==> src/rtl/audio_sample_player.sv <==
// audio_sample_player: fetches packed 32-bit words from flash and emits one
// 16-bit sample (low half first, then high half) per rising edge of the
// divided sample clock. Plays start_addr..end_addr inclusive, optionally looping.
// Optional feature macro: AUDIO_UNDERRUN_CNT_EN adds the underrun_cnt output.
module audio_sample_player #(
  parameter int ADDR_W   = 23,
  parameter int DATA_W   = 32,
  parameter int SAMPLE_W = 16
) (
  input  logic                clkin,
  input  logic                reset,
  input  logic                sample_clk,
  input  logic                start,
  input  logic                stop,
  input  logic                loop,
  input  logic [ADDR_W-1:0]   start_addr,
  input  logic [ADDR_W-1:0]   end_addr,
  output logic                mem_read,
  output logic [ADDR_W-1:0]   mem_addr,
  input  logic                mem_waitrequest,
  input  logic                mem_readdatavalid,
  input  logic [DATA_W-1:0]   mem_readdata,
  output logic [SAMPLE_W-1:0] audio_out,
  output logic                audio_valid,
  output logic                busy,
  output logic                done
`ifdef AUDIO_UNDERRUN_CNT_EN
  ,
  output logic [15:0]         underrun_cnt
`endif
);

  typedef enum logic [2:0] {
    ST_IDLE      = 3'd0,
    ST_FETCH     = 3'd1,
    ST_WAIT_DATA = 3'd2,
    ST_PLAY_LO   = 3'd3,
    ST_PLAY_HI   = 3'd4,
    ST_FINISH    = 3'd5,
    ST_DRAIN     = 3'd6
  } state_t;

  state_t              state_reg, state_next;
  logic                t1_reg, t2_reg, tick_pending_reg;
  logic [ADDR_W-1:0]   addr_reg, start_addr_reg, end_addr_reg;
  logic [DATA_W-1:0]   word_reg;
  logic [SAMPLE_W-1:0] audio_out_reg;
  logic                audio_valid_reg;

  logic rise, consume, at_end, accept_start, capture;

  // sample_clk is only ever sampled as data; a rise is seen one flop after sync
  assign rise         = t1_reg & ~t2_reg;
  assign consume      = tick_pending_reg & ~stop &
                        ((state_reg == ST_PLAY_LO) || (state_reg == ST_PLAY_HI));
  assign at_end       = (addr_reg == end_addr_reg);
  assign accept_start = (state_reg == ST_IDLE) & start & ~stop;
  assign capture      = (state_reg == ST_WAIT_DATA) & mem_readdatavalid & ~stop;

  // state register
  always_ff @(posedge clkin) begin
    if (reset) state_reg <= ST_IDLE;
    else       state_reg <= state_next;
  end

  // next-state logic; stop overrides every other transition outside IDLE
  always_comb begin
    state_next = state_reg;
    case (state_reg)
      ST_IDLE:      if (start && !stop) state_next = ST_FETCH;
      ST_FETCH:     if (stop) state_next = ST_FINISH;
                    else if (!mem_waitrequest) state_next = ST_WAIT_DATA;
      ST_WAIT_DATA: if (stop) state_next = mem_readdatavalid ? ST_FINISH : ST_DRAIN;
                    else if (mem_readdatavalid) state_next = ST_PLAY_LO;
      ST_PLAY_LO:   if (stop) state_next = ST_FINISH;
                    else if (tick_pending_reg) state_next = ST_PLAY_HI;
      ST_PLAY_HI:   if (stop) state_next = ST_FINISH;
                    else if (tick_pending_reg) state_next = (at_end && !loop) ? ST_FINISH : ST_FETCH;
      ST_FINISH:    state_next = ST_IDLE;
      ST_DRAIN:     if (mem_readdatavalid) state_next = ST_FINISH;
      default:      state_next = ST_IDLE;
    endcase
  end

  // state-decoded outputs; an unaccepted request is withdrawn as soon as stop shows up
  always_comb begin
    mem_read = 1'b0;
    mem_addr = '0;
    busy     = (state_reg != ST_IDLE);
    done     = (state_reg == ST_FINISH);
    if (state_reg == ST_FETCH && !stop) begin
      mem_read = 1'b1;
      mem_addr = addr_reg;
    end
  end

  // tick synchroniser, address/word registers and the registered sample output
  always_ff @(posedge clkin) begin
    if (reset) begin
      t1_reg           <= 1'b0;
      t2_reg           <= 1'b0;
      tick_pending_reg <= 1'b0;
      addr_reg         <= '0;
      start_addr_reg   <= '0;
      end_addr_reg     <= '0;
      word_reg         <= '0;
      audio_out_reg    <= '0;
      audio_valid_reg  <= 1'b0;
    end else begin
      t1_reg           <= sample_clk;
      t2_reg           <= t1_reg;
      // a rise while already pending is simply absorbed (missed tick)
      tick_pending_reg <= rise | (tick_pending_reg & ~consume);
      audio_valid_reg  <= consume;
      if (accept_start) begin
        start_addr_reg <= start_addr;
        end_addr_reg   <= end_addr;
        addr_reg       <= start_addr;
      end
      if (capture) word_reg <= mem_readdata;
      if (consume) begin
        if (state_reg == ST_PLAY_LO) begin
          audio_out_reg <= word_reg[SAMPLE_W-1:0];
        end else begin
          audio_out_reg <= word_reg[DATA_W-1:SAMPLE_W];
          addr_reg      <= at_end ? start_addr_reg
                                  : addr_reg + {{(ADDR_W-1){1'b0}}, 1'b1};
        end
      end
    end
  end

  assign audio_out   = audio_out_reg;
  assign audio_valid = audio_valid_reg;

`ifdef AUDIO_UNDERRUN_CNT_EN
  logic [15:0] underrun_cnt_reg;
  logic        missed;

  assign missed = rise & tick_pending_reg & ~consume;

  // saturating count of missed ticks, restarted for every accepted phrase
  always_ff @(posedge clkin) begin
    if (reset)                                     underrun_cnt_reg <= '0;
    else if (accept_start)                         underrun_cnt_reg <= '0;
    else if (missed && underrun_cnt_reg != 16'hFFFF) underrun_cnt_reg <= underrun_cnt_reg + 16'd1;
  end

  assign underrun_cnt = underrun_cnt_reg;
`endif

endmodule
==> config.mk <==
export PLATFORM = sky130hd
export DESIGN_NAME = audio_sample_player
export DESIGN_NICKNAME = d
export VERILOG_FILES = /design/src/rtl/audio_sample_player.sv
export SDC_FILE = /design/constraint.sdc
export NUM_CORES = 1
export LEC_CHECK = 0
export CAP_MARGIN = 20
export CORE_AREA = 2 2 116 118
export DETAILED_ROUTE_END_ITERATION = 7
export DIE_AREA = 0 0 118 120
export GPL_TIMING_DRIVEN = 1
export PLACE_DENSITY = 0.75
export SYNTH_ARGS = -nofsm -noshare
export SYNTH_HDL_FRONTEND = slang
export SYNTH_SLANG_ARGS = --single-unit
==> constraint.sdc <==
create_clock -name clkin -period 2 [get_ports clkin]
set_input_delay 0.4 -clock clkin [delete_from_list [all_inputs] [get_ports clkin]]
set_output_delay 0.4 -clock clkin [all_outputs]
set_load 0.02 [all_outputs]
==> flow_summary.toml <==
[cells_and_area]
areaGrowthSynthToFinish_pct = 43.1
final_cells = 1088
largest_reg_flops = 32
drive_gt1_frac = 0.163
num-nets-final = 987
diodes = 0

[floorplanning]
start_util = 0.447
die_x_um = 118
num_io_pins = 129
die-area_sq_um = 14200
dieHeight_um = 120
coreArea_sq_um = 13000
row_count = 42

[synthesis]
synth_area_per_cell_sq_um = 7.81
postSynth.topFlopCell = "dfxtp_1"
ys_types = 41
yosysTopAreaCell = "dfxtp_1"
synth_top_area_share = 0.428
yosysMostFrequentCell = "nand2_1"
synth.area.top_cells = "dfxtp_1 (43%), nand2_1 (13%), a21oi_1 (7.9%)"
synth_common_cells = "nand2_1 (204), dfxtp_1 (124), a21oi_1 (91)"
ys_ff_latch = 124
synth_fp_nets = 830
ys.warnings.count = 0
synth_edf_count = 0
syn_inst = 743
async_flop_share = 0
mappedNetlistArea_sq_um = 5800
synth-seq-area-share = 0.428

[timing]
setup_ws_ps = 68.0
relSlewSlack = 0.744
setup_viol = 0
grt_setup_unrepaired = "true"
max_freq_mhz = 518
hold_viol_final = 0
tightest_slew_ps = 384
fin_crit_sh = 0.966
finalMaxSlewViolations = 0
final.setup_skew_ps = 9.32
period_minus_slack_ps = 1930

[cts]
cts-buffers-inserted = 17
clock-sinks = 124
cts_max_level = 4
cts_tree = "yes"
ctsRootBufferMaster = "clkbuf_16"
clock_latency_ps = 420
clk_pin_slew_worst_paths_ps = 60
cts_hold_buf = 0
cts_buffer_depth = 2

[critical_path]
r2r_setup_slack_ps = 70
r2r_start = "end_addr_reg[19]$_SDFFE_PP0P_"
worstSetupStartpointType = "flip-flop"
cp.required_ps = 2290
end_kind = "flip-flop"
r2r_cells = 7
path_max_fanout = 21
critPathArrivalTime_ps = 2220
worstSetupPathType = "flip-flop to flip-flop"
startpoint = "end_addr_reg[19]$_SDFFE_PP0P_"

[power_and_ir_drop]
p_total_mw = 6.57
p_sw_mw = 1.61
internal_power_mw = 4.96
pwr-share-comb = 0.126
p_clk_frac = 0.473
seqPwrFrac = 0.402
p_sw_frac = 0.245
leakage_nw = 3.17
p_per_area_nw_per_um2 = 791
max-vdd-ir-drop_mv = 0.639

[detailed_routing]
routed_wl_um = 16300
vias = 5644
first_pass_iters = 5
avgRoutedWirePerCell_um = 14.9
drtIter0Drc = 380
ant_nets = 0
drc_errors = 0
routed_via_density = 5.19

[placement]
pre_cts_slack_ps = -422
gp_congestion = 0.824
portBuffers = 128
hpwl_um = 11300
dp.cells = 1055

[grt]
grt_pass1_vias = 5345
gr-usage-all-layers = 0.234
grt_antenna_before_repair = 0
grt_max_degree = 84
grt_remaining_overflow = 0
grt_pass1_wl_um = 26500

[worst_hold_path]
hp-class = "flip-flop to flip-flop"
min_path_cells = 2
hold_start = "start_addr_reg[0]$_SDFFE_PP0P_"

[status]
status = "finished clean"

[run]
max_cap_violations = 0
==> cells in the final DEF, fill, tap and decap left out, types with 4 or more instances in the layout <==
master / synthesis / routed
nand2_1: 204 / 203
dfxtp_1: 124 / 119
clkdlybuf4s50_1: 0 / 100
a21oi_1: 91 / 91
buf_4: 2 / 80
nor2_1: 37 / 37
xnor2_1: 33 / 33
a211oi_1: 24 / 24
and2_1: 25 / 22
mux2i_1: 19 / 19
clkbuf_16: 0 / 17
nand3_1: 15 / 14
nand4_1: 13 / 13
and4_1: 12 / 12
xor2_1: 9 / 9
a31oi_1: 9 / 9
buf_12: 0 / 9
a311o_1: 8 / 8
nor3_1: 8 / 7
o311a_1: 7 / 7
inv_1: 6 / 6
buf_2: 11 / 6
dfxtp_2: 0 / 5
nor2b_1: 5 / 4
clkinvlp_4: 0 / 4
buf_6: 0 / 4
==> final timing paths <==
check | endpoint
worst max-delay path | addr_reg[11]$_SDFF_PP0_
worst min-delay path | start_addr_reg[0]$_SDFFE_PP0P_
worst max register to register | addr_reg[11]$_SDFF_PP0_
worst min register to register | start_addr_reg[0]$_SDFFE_PP0P_
==> per-layer routing <==
layer / vias up / share of wire / track usage
met2: 163 / 0.49 / 0.393
met1: 2594 / 0.41 / 0.279
met5: - / 0 / 0
met4: 0 / 0.026 / 0.0828
met3: 26 / 0.070 / 0.0784
li1: 2861 / - / -
==> timing repair <==
action,CTS,global route
endpoints found under the setup margin,26,49
pin swaps,0,1
gates cloned,1,0
buffers inserted,2,1
gates resized for setup,110,26
==> cell families (layout without fill, tap and decap cells) <==
family,after synthesis,in the layout,synth area share
AND/OR/NAND/NOR,332,332,0.256
AO/OA/AOI/OAI,154,154,0.168
flip-flops,124,124,0.428
buffers and inverters,71,240,0.0496
XOR/XNOR,42,42,0.0634
multiplexers,19,19,0.0328
adder cells (fa/ha/maj),1,1,0.00216
==> power by group through the flow <==
stage          sequential [mW]  combinational [mW]  clock [mW]
2_1_floorplan             2.66               0.404           0
3_3_place_gp              2.69               0.805           0
4_1_cts                   2.64               0.830        3.15
3_5_place_dp              2.69               0.812           0
5_1_grt                   2.65               0.900        3.27
6_report                  2.64               0.824        3.10
==> critical path, stage by stage (launching register included) <==
cell and delay [ps]:
dfxtp_1 320, xnor2_1 280, nand4_1 180, nor4_2 320
nand2_1 150, buf_12 180, o311ai_0 290, a31oi_1 70
==> layout make-up <==
| type | instances | area, sq um |
|---|---|---|
| timing repair buffer | 203 | 1890 |
| clock inverter | 13 | 169 |
| inverter | 6 | 22.5 |
| fill | 1175 | 4680 |
| tap | 176 | 220 |
| multi-input combinational | 548 | 3080 |
| sequential | 124 | 2490 |
| clock buffer | 18 | 429 |
==> per-stage QoR <==
stage / TNS, ps / hold WS, ps / util / instance area (sq um)
floorplan: 0 / 430 / - / 5800
global placement: -12440 / 438 / 0.594 / 7720
finish: 0 / 452 / 0.639 / 8300
detailed placement: -14180 / 447 / 0.594 / 7720
CTS: -5.20 / 455 / 0.637 / 8270
global route: -241 / 470 / 0.639 / 8300
Note: power is estimated with default switching activity, not from simulation.
